[src/rtl/pc_redirect_ctrl.sv]
// Fetch PC register with delay-slot redirect timing, stall-held redirects,
// and exception/ERET override. Every output is registered.
module pc_redirect_ctrl #(
    parameter logic [31:0] RESET_PC   = 32'h0000_3000,
    parameter logic [31:0] EXC_VECTOR = 32'h0000_4180
) (
    input  logic        clk,
    input  logic        reset,
    input  logic        stall_i,
    input  logic        redirect_i,
    input  logic [31:0] redirect_target_i,
    input  logic        exc_req_i,
    input  logic        eret_req_i,
    input  logic [31:0] epc_i,
    output logic [31:0] pc_o,
    output logic        pending_o,
    output logic        flush_o,
    output logic        adel_o
);

    localparam logic [0:0] ST_RUN  = 1'b0;
    localparam logic [0:0] ST_HOLD = 1'b1;

    logic [0:0]  state, state_nxt;
    logic [31:0] pend_tgt, pend_tgt_nxt;
    logic [31:0] pc_nxt;
    logic        flush_nxt;

    always_comb begin
        // NOTE: every variable gets a default first so no path can infer a latch.
        pc_nxt       = pc_o;
        state_nxt    = state;
        pend_tgt_nxt = pend_tgt;
        flush_nxt    = 1'b0;

        if (exc_req_i) begin
            pc_nxt    = EXC_VECTOR;
            flush_nxt = 1'b1;
            state_nxt = ST_RUN;
        end else if (eret_req_i) begin
            pc_nxt    = epc_i;
            flush_nxt = 1'b1;
            state_nxt = ST_RUN;
        end else if (stall_i) begin
            // PC holds; the newest redirect seen during the stall is the one kept.
            if (redirect_i) begin
                pend_tgt_nxt = redirect_target_i;
                state_nxt    = ST_HOLD;
            end
        end else if (state == ST_HOLD) begin
            pc_nxt    = redirect_i ? redirect_target_i : pend_tgt;
            state_nxt = ST_RUN;
        end else begin
            // Redirect arrives while the delay slot is already in IF, so it lands next edge.
            pc_nxt = redirect_i ? redirect_target_i : pc_o + 32'd4;
        end
    end

    always_ff @(posedge clk) begin
        // NOTE: non-blocking assignments keep all registers updating from pre-edge values.
        if (reset) begin
            pc_o     <= RESET_PC;
            state    <= ST_RUN;
            pend_tgt <= 32'h0;
            flush_o  <= 1'b0;
            adel_o   <= 1'b0;
        end else begin
            pc_o     <= pc_nxt;
            state    <= state_nxt;
            pend_tgt <= pend_tgt_nxt;
            flush_o  <= flush_nxt;
            adel_o   <= (pc_nxt[1:0] != 2'b00);
        end
    end

    assign pending_o = (state == ST_HOLD);

endmodule

[config.mk]
export PLATFORM = sky130hd
export DESIGN_NAME = pc_redirect_ctrl
export DESIGN_NICKNAME = d
export VERILOG_FILES = /design/src/rtl/pc_redirect_ctrl.sv
export SDC_FILE = /design/constraint.sdc
export NUM_CORES = 1
export LEC_CHECK = 0
export BUFFER_PORTS_ARGS = -buffer_cell sky130_fd_sc_hd__buf_2
export CAP_MARGIN = 20
export CORE_ASPECT_RATIO = 1.5
export CORE_MARGIN = 8
export CORE_UTILIZATION = 53
export DETAILED_ROUTE_END_ITERATION = 12
export GPL_TIMING_DRIVEN = 0
export PLACE_DENSITY = 0.81
export SYNTH_ARGS = -nofsm -noshare
export SYNTH_HDL_FRONTEND = slang
export SYNTH_SLANG_ARGS = --single-unit
[constraint.sdc]
create_clock -name clk -period 2.28 [get_ports clk]
set_input_delay 0.456 -clock clk [delete_from_list [all_inputs] [get_ports clk]]
set_output_delay 0.456 -clock clk [all_outputs]
set_load 0.01 [all_outputs]
After elaboration in Yosys (flattened, before gate mapping)
Index checks and enable logic that the tools add are counted.
{"block": "word_totals", "ff_bits": 67, "latchBits": 0, "ramBits": 0, "rom_bits": 0, "output_inout_bits": 35, "wordCells": 25, "memories": 0}
{"block": "classes", "add_sub_neg": 1, "multipliers": 0, "div": 0, "order_cmp": 0, "n_eq_ne": 2, "shifts": 0, "muxes": 8, "bitwise": 3, "n_reduce_logical": 4}
{"op": "32-bit two-way mux", "n": 5}
{"op": "32-bit by 3-bit adder with 32-bit output (second input constant)", "n": 1}
{"op": "15-bit two-way mux", "n": 1}
{"op": "4-bit OR reduction", "n": 1}
{"op": "3-bit by 1-bit inequality test with 1-bit output (second input constant)", "n": 1}
{"op": "1-bit NOT", "n": 3}
{"op": "3-bit AND reduction", "n": 1}
{"op": "1-bit two-way mux", "n": 2}
{"op": "2-bit by 1-bit inequality test with 1-bit output (second input constant)", "n": 1}
{"op": "2-bit nonzero test", "n": 1}
{"op": "2-bit OR reduction", "n": 1}

Depth between registers and ports, before layout
Gate-level depths: netlist (run 1).
{"block": "depth", "word_depth": 7, "mapped_depth": 7, "mapped_depth_nobuf": 6}

Worst setup path after synthesis (run 1)
OpenSTA, ideal clock, no wires.
{"block": "synth_path", "path_kind": "flip-flop to flip-flop", "startpoint": "reg pc_o[3]", "endpoint": "reg pc_o[26]", "setup_time_ps": 134, "t_arrival_ps": 1611, "required_time_ps": 2146, "slack_ps": 536, "stages_incl_launch_ff": 8, "path_buffers": 1, "period_less_slack_ps": 1744, "cell_sequence": "dfxtp_1 > ha_1 > and3_1 > clkbuf_1 > nand3_1 > nor4_1 > xnor2_1 > o22ai_1"}
{"block": "synth_between", "elab_chain_len": 5}
{"element": "from (decl)", "line_no": "15", "rtl": "output logic [31:0] pc_o,"}
{"element": "from (signal assigned)", "line_no": "68", "rtl": "pc_o <= pc_nxt;"}
{"element": "32-bit by 3-bit adder with 32-bit output", "line_no": "55", "rtl": "pc_nxt = redirect_i ? redirect_target_i : pc_o + 32'd4;"}
{"element": "32-bit two-way mux", "line_no": "55"}
{"element": "32-bit two-way mux", "line_no": "50", "rtl": "end else if (state == ST_HOLD) begin"}
{"element": "32-bit two-way mux", "line_no": "44", "rtl": "end else if (stall_i) begin"}
{"element": "32-bit two-way mux", "line_no": "40", "rtl": "end else if (eret_req_i) begin"}
No other way between the ends. The select of a mux whose other input is x is not followed.
A chain may end at the register's enable or synchronous reset.

Worst setup path in the final report (run 1)
{"block": "layout_path", "startpoint": "reg state, in the netlist pending_o", "endpoint": "reg pc_o[14]"}
{"block": "layout_between", "elab_chain_len": 4}
{"element": "from (decl)", "line_no": "24", "rtl": "logic [0:0] state, state_nxt;"}
{"element": "from (signal assigned)", "line_no": "69", "rtl": "state <= state_nxt;"}
{"element": "32-bit two-way mux", "line_no": "50"}
{"element": "32-bit two-way mux", "line_no": "44"}
{"element": "32-bit two-way mux", "line_no": "40"}
{"element": "15-bit two-way mux", "line_no": "36", "rtl": "if (exc_req_i) begin"}
No other way between the ends. The select of a mux whose other input is x is not followed.

==> results.py, run 1 <==
metrics = {
    "status": {
        "outcome": "finished, final reports clean",
    },
    "logic_synthesis": {
        "synth_most_common_cell": "nand2_1",
        "ys_seq_area_share_pct": 35.1,
        "syn_nets": 594,
        "synth_xor_area_share_pct": 4.35,
        "ys_types": 51,
        "synth_top_family_by_area": "simple AND/OR/NAND/NOR gates",
        "synthTopCellsByArea": "dfxtp_1 (35%), a21oi_1 (9.6%), nand2_1 (9.1%)",
        "synthAdderAreaFrac_pct": 0.327,
        "synth_top_area_share_pct": 35.1,
        "synthMuxAreaShare_pct": 0.818,
        "synth_common_cells": "nand2_1 (93), a21oi_1 (73), dfxtp_1 (67)",
        "syn_area_per_cell_um2": 7.31,
        "synth_flop_cell": "dfxtp_1",
        "netlist_area_um2": 3820,
        "synth-edff-count": 0,
        "synth_compound_area_share_pct": 26.0,
        "yosysWarnings": 0,
        "async_flop_share_pct": 0,
        "ys_ff_latch": 67,
        "synthSimpleGateAreaFrac_pct": 28.4,
        "synth_cells": 523,
        "yosys.area.top_type": "dfxtp_1",
    },
    "worst_setup_path": {
        "crit_top_cell": "clkbuf_1",
        "crit_chain": "nand2b_1, clkbuf_1, clkbuf_1, o22ai_1, nor2_1, o21ai_0, a21oi_1",
        "startpoint_type": "flop",
        "worstPathRequired_ns": 2.58,
        "arrival_ns": 2.41,
        "crit_start": "pending_o$_SDFFE_PP0P_",
        "slowest_delay_ns": 0.52,
        "crit_type": "reg2reg",
        "worstSetupEndpointType": "flop",
        "slowest_stage": "clkbuf_1",
        "cp_top_family": "buffers and inverters",
        "regToRegStartpoint": "pending_o$_SDFFE_PP0P_",
        "crit_fanout": 10,
        "worst-path-buf-inv": 2,
    },
    "place": {
        "port_buffers": 104,
        "dpl-instance-area_um2": 4440,
        "hpwl_um": 10400,
        "routabilityCongestion": 0.937,
        "post-place-ws_ns": -0.0991,
    },
    "clock_tree": {
        "cts_made_buffers": 9,
        "cts_num_sinks": 67,
        "cts_tree": "yes",
        "clk_path_buf_depth": 2,
        "clk_latency_ns": 0.36,
        "hold_buffers": 0,
        "cts-root-buf": "clkbuf_8",
        "post_cts_resized": 0,
        "h-tree-depth": 3,
        "cts_setup_buffers": 0,
        "cts.clk_slew.worst_paths_ns": 0.07,
    },
    "grt": {
        "grt_use_total_pct": 27.9,
        "grt-ovfl-total": 0,
        "antenna_found_initial": 0,
        "grt_max_degree": 11,
        "grt_pass1_wl_um": 22600,
        "grt_pass1_vias": 4516,
    },
    "floorplanning": {
        "io_pins": 105,
        "rows": 38,
        "coreArea_um2": 7130,
        "die_width_um": 85.3,
        "die_area_um2": 10200,
        "die_h_um": 120,
        "start_util_pct": 53.6,
    },
    "sta": {
        "whs_ns": 0.334,
        "hold_viol": 0,
        "period_share_pct": 92.4,
        "period_needed_ns": 2.11,
        "fin_skew_ns": 0.00987,
        "final_max_slew_viol_count": 0,
        "slew_headroom_pct": 55.1,
        "timing.final.ws_setup_ns": 0.172,
        "setup_viol": 0,
        "fmax_mhz": 474,
        "max_slew.worst_pin.slew_ns": 0.673,
        "rsz0062_at_grt": "false",
    },
    "layout": {
        "nNetsFinal": 709,
        "drive_gt1_share_pct": 20.4,
        "diodes": 0,
        "stdcell_area_um2": 4610,
        "fin_util_pct": 64.6,
        "num-fill-cells": 679,
        "syn_to_final_growth_pct": 20.6,
    },
    "power": {
        "swShare_pct": 29.8,
        "p_per_area_nw_per_um2": 561,
        "switching_power_w": 0.000770,
        "vdd_drop_max_v": 0.000442,
        "p_int_w": 0.00182,
        "comb_power_share_pct": 16.4,
        "clkPwrFrac_pct": 34.6,
        "seqPwrFrac_pct": 49.0,
        "power.leakage_nw": 1.81,
    },
    "route": {
        "wl_um": 14200,
        "drtAntennaViolNets": 0,
        "drt_iter0_markers": 412,
        "drc": 0,
        "viasPerCell": 6.28,
        "wire_per_inst_um": 19.7,
        "vias": 4529,
        "dr.pass1.iters": 8,
    },
    "worst_hold_path": {
        "holdCritPathClass": "in2reg",
        "hold_start": "redirect_target_i[19]",
    },
    "job": {
        "maxCapViolCount": 0,
    },
}
area by class of cell:
cell class                 count  area, um^2  share of cell area, %
buffer                        40         164                   3.55
clock buffer                  11         151                   3.28
clock inverter                 3        15.0                  0.326
inverter                       8        30.0                  0.651
multi-input combinational    408        2290                   49.6
sequential                    67        1340                   29.1
tap                           80         100                   2.17
timing repair buffer         104         520                   11.3
routing by layer:
layer / part of all wire [%] / vias to the layer above / global-route usage [%]
li1: - / 2113 / -
met1: 37 / 2091 / 30.6
met2: 49 / 270 / 47.7
met3: 9.0 / 55 / 6.71
met4: 4.5 / 0 / 16.3
met5: 0 / - / 0
logic make-up (layout without fill, tap and decap cells):
logic type / count (synthesis) / count (layout)
XOR/XNOR: 19 / 19
adder cells (fa/ha/maj): 1 / 1
multiplexers: 3 / 3
AND/OR/NAND/NOR: 224 / 224
buffers and inverters: 48 / 166
AO/OA/AOI/OAI: 161 / 161
flip-flops: 67 / 67
flip-flops by register name (all words and copies together), names as in the netlist:
signal	cells
adel_o	1
flush_o	1
pc_o	32
pend_tgt	32
pending_o	1
worst reg2reg max path, delay by kind of cell (launching register included):
kind / cells / cell delay, ns
compound gates: 3 / 0.44
flops: 1 / 0.34
buf+inv: 2 / 1.02
simple gates: 2 / 0.24
layout by cell type, fill, tap and decap left out, types with 7 or more instances in the layout:
master,count
a21oi_1,73
a221oi_1,13
and3_1,13
and4_1,7
buf_2,105
clkbuf_1,33
clkbuf_8,11
dfxtp_1,67
inv_1,8
nand2_1,93
nand3_1,15
nand4_1,11
nor2_1,40
nor3_1,11
o21ai_0,26
o221ai_1,9
o22ai_1,14
xnor2_1,14
path summary, 6_finish.rpt:
| path | to | slack [ns] | cells past startpoint |
|---|---|---|---|
| worst max register to register | pc_o[14]$_SDFFE_PP0P_ | 0.17 | 7 |
| worst min register to register | pend_tgt[17]$_SDFFE_PP0P_ | 0.46 | 2 |
| worst max-delay path | pc_o[14]$_SDFFE_PP0P_ | 0.17 | 7 |
| worst min-delay path | pend_tgt[19]$_SDFFE_PP0P_ | 0.33 | 3 |
power by group through the flow:
| stage | Clock, W | Sequential (W) | Combinational [W] |
|---|---|---|---|
| 6_report | 0.000896 | 0.00127 | 0.000424 |
| 2_1_floorplan | 0 | 0.00129 | 0.000217 |
| 3_5_place_dp | 0 | 0.00129 | 0.000412 |
| 4_1_cts | 0.000894 | 0.00126 | 0.000414 |
| 3_3_place_gp | 0 | 0.00129 | 0.000404 |
| 5_1_grt | 0.000931 | 0.00127 | 0.000458 |
metrics by stage:
stage               total power, W  TNS, ns  cells
global route               0.00266        0    721
CTS                        0.00257        0    721
detailed placement         0.00170    -1.42    707
finish                     0.00259        0    721
global placement           0.00169   -0.443    707
floorplan                  0.00151        0    523
Power figures use the tool's default switching activity.
==> run 2, diff against run 1 <==
--- a/config.mk
+++ b/config.mk
@@ -5,11 +5,11 @@
 export SDC_FILE = /design/constraint.sdc
 export NUM_CORES = 1
 export LEC_CHECK = 0
+export ABC_AREA = 1
 export BUFFER_PORTS_ARGS = -buffer_cell sky130_fd_sc_hd__buf_2
 export CAP_MARGIN = 20
 export CORE_ASPECT_RATIO = 1.5
-export CORE_MARGIN = 8
-export CORE_UTILIZATION = 53
+export CORE_UTILIZATION = 54
 export DETAILED_ROUTE_END_ITERATION = 12
 export GPL_TIMING_DRIVEN = 0
 export PLACE_DENSITY = 0.81
==> run 2 against run 1 <==
Against the previous run:
- utilization rose by 4.0 points
- register-to-register slack better by 0.28 ns
- total power increased by 28%
- maximum frequency up 15%
- sequential power hardly changed
- die area is 20% lower
- routed wire length up 3.6%
- via count is 13% higher
- non-clock buffer count down 6
- critical path type unchanged
- largest power group is now the clock network
==> results.py, run 2 <==
metrics = {
    "worst_setup_path": {
        "worstPathRequired_ns": 2.55,
        "worst-path-buf-inv": 0,
        "slowest_delay_ns": 0.45,
        "crit_fanout": 6,
        "crit_type": "reg2reg",
        "crit_top_cell": "nand3_1",
        "worstSetupEndpointType": "flop",
        "slowest_stage": "dfxtp_1",
        "crit_chain": "ha_1, nand3_4, nor2_2, nand3_1, xor2_1, nand2_1, nand3_1, a21oi_1",
        "startpoint_type": "flop",
        "cp_top_family": "simple AND/OR/NAND/NOR gates",
        "arrival_ns": 2.09,
    },
    "logic_synthesis": {
        "synthSimpleGateAreaFrac_pct": 31.2,
        "yosysWarnings": 0,
        "synth-edff-count": 0,
        "yosys.area.top_type": "dfxtp_1",
        "synthTopCellsByArea": "dfxtp_1 (32%), nand2_1 (15%), a21oi_1 (8.5%)",
        "synthMuxAreaShare_pct": 0.235,
        "synth_common_cells": "nand2_1 (175), inv_1 (80), a21oi_1 (72)",
        "synth_compound_area_share_pct": 23.0,
        "synth_flop_cell": "dfxtp_1",
        "async_flop_share_pct": 0,
        "ys_ff_latch": 67,
        "synth_cells": 687,
        "synth_xor_area_share_pct": 2.47,
        "syn_area_per_cell_um2": 6.19,
        "synth_top_area_share_pct": 31.5,
        "synth_top_family_by_area": "simple AND/OR/NAND/NOR gates",
        "ys_seq_area_share_pct": 31.5,
        "netlist_area_um2": 4250,
        "synthAdderAreaFrac_pct": 0.294,
        "synth_most_common_cell": "nand2_1",
        "ys_types": 35,
        "syn_nets": 758,
    },
    "clock_tree": {
        "cts-root-buf": "clkbuf_16",
        "cts_num_sinks": 67,
        "clk_path_buf_depth": 2,
        "cts.clk_slew.worst_paths_ns": 0.06,
        "clk_latency_ns": 0.34,
        "cts_tree": "yes",
        "post_cts_resized": 0,
        "hold_buffers": 0,
        "cts_setup_buffers": 0,
        "cts_made_buffers": 9,
        "h-tree-depth": 3,
    },
    "layout": {
        "syn_to_final_growth_pct": 22.8,
        "num-fill-cells": 739,
        "seq_area_um2": 1340,
        "final_cell_mix": "nand2_1 (175), buf_2 (114), inv_1 (80)",
        "layout_commonest_cell": "nand2_1",
        "diodes": 0,
        "reg_top3": "pc_o (32), pend_tgt (32)",
        "nNetsFinal": 872,
        "drive_gt1_share_pct": 20.5,
        "multi_input_area_um2": 2430,
        "fin_util_pct": 68.6,
        "stdcell_area_um2": 5220,
    },
    "route": {
        "drtAntennaViolNets": 0,
        "drt_iter0_markers": 409,
        "viasPerCell": 5.61,
        "vias": 5098,
        "wire_per_inst_um": 16.2,
        "dr.pass1.iters": 7,
        "wl_um": 14700,
        "drc": 0,
    },
    "sta": {
        "setup_viol": 0,
        "rsz0062_at_grt": "false",
        "timing.final.ws_setup_ns": 0.454,
        "hold_viol": 0,
        "max_slew.worst_pin.slew_ns": 0.691,
        "period_share_pct": 80.1,
        "tns_ns": 0,
        "final_max_slew_viol_count": 0,
        "period_needed_ns": 1.83,
        "fmax_mhz": 548,
        "fin_skew_ns": 0.00681,
        "slew_headroom_pct": 54.0,
    },
    "floorplanning": {
        "start_util_pct": 55.9,
        "coreArea_um2": 7610,
        "die_h_um": 111,
        "io_pins": 105,
        "die_width_um": 74.5,
        "rows": 39,
        "die_area_um2": 8240,
    },
    "place": {
        "port_buffers": 103,
        "post-place-ws_ns": 0.319,
        "hpwl_um": 11400,
        "routabilityCongestion": 0.969,
        "dpl-instance-area_um2": 4900,
    },
    "grt": {
        "grt_use_total_pct": 37.3,
        "grt_pass1_vias": 4861,
        "grt-ovfl-total": 0,
        "grt_pass1_wl_um": 23200,
        "antenna_found_initial": 0,
        "grt_max_degree": 13,
    },
    "power": {
        "totalPowerFinal_w": 0.00332,
        "vdd_drop_max_v": 0.000570,
        "p_per_area_nw_per_um2": 635,
        "power.leakage_nw": 2.31,
    },
    "worst_hold_path": {
        "holdCritPathClass": "in2reg",
    },
    "status": {
        "outcome": "finished, final reports clean",
    },
    "job": {
        "maxCapViolCount": 0,
    },
}
[run 2: metal layers]
| layer | global-route usage, % | part of all wire, % | vias to the layer above |
|---|---|---|---|
| met2 | 62.8 | 50 | 274 |
| met4 | 20.5 | 5.2 | 0 |
| li1 | - | - | 2452 |
| met5 | 0 | 0 | - |
| met3 | 6.00 | 7.3 | 53 |
| met1 | 43.4 | 38 | 2319 |
[run 2: logic make-up after synthesis]
kind of cell | after synthesis
AOI/OAI and AO/OA | 177
xor gates and xnor gates | 12
adders and majority gates | 1
buffers and inverters | 121
DFF | 67
muxes | 1
and+or+nand+nor | 308
[run 2: final cells by class]
type	count	share of cell area, %
multi-input combinational	499	46.5
sequential	67	25.7
timing repair buffer	103	9.87
inverter	86	6.20
clock buffer	10	4.57
buffer	35	2.99
tap	102	2.44
clock inverter	6	1.70
[run 2: metrics by stage]
step / instances / hold slack (ns)
floorplan: 687 / 0.424
global placement: 892 / 0.433
detailed placement: 892 / 0.447
CTS: 908 / 0.364
global route: 908 / 0.374
finish: 908 / 0.372
[run 2: worst paths after layout]
check                                 start  cells after the start                        end  slack (ns)
setup / recovery       pc_o[2]$_SDFFE_PP0P_                      8      pc_o[16]$_SDFFE_PP0P_        0.45
hold / removal                        reset                      2          adel_o$_SDFF_PP0_        0.37
setup reg to reg       pc_o[2]$_SDFFE_PP0P_                      8      pc_o[16]$_SDFFE_PP0P_        0.45
hold reg to reg   pend_tgt[27]$_SDFFE_PP0P_                      2  pend_tgt[27]$_SDFFE_PP0P_        0.45
[run 2: worst reg2reg max path, stage by stage (launching register included)]
cell	delay [ns]
dfxtp_1	0.45
ha_1	0.31
nand3_4	0.13
nor2_2	0.28
nand3_1	0.14
xor2_1	0.16
nand2_1	0.08
nand3_1	0.09
a21oi_1	0.13
[run 2: report_power, final]
group	internal (W)	leakage, nW	switching [W]	total [W]
Clock	0.000987	0.155	0.000557	0.00154
Sequential	0.00123	0.549	0.0000534	0.00128
Combinational	0.000183	1.61	0.000308	0.000491
Total	0.00240	2.31	0.000918	0.00332
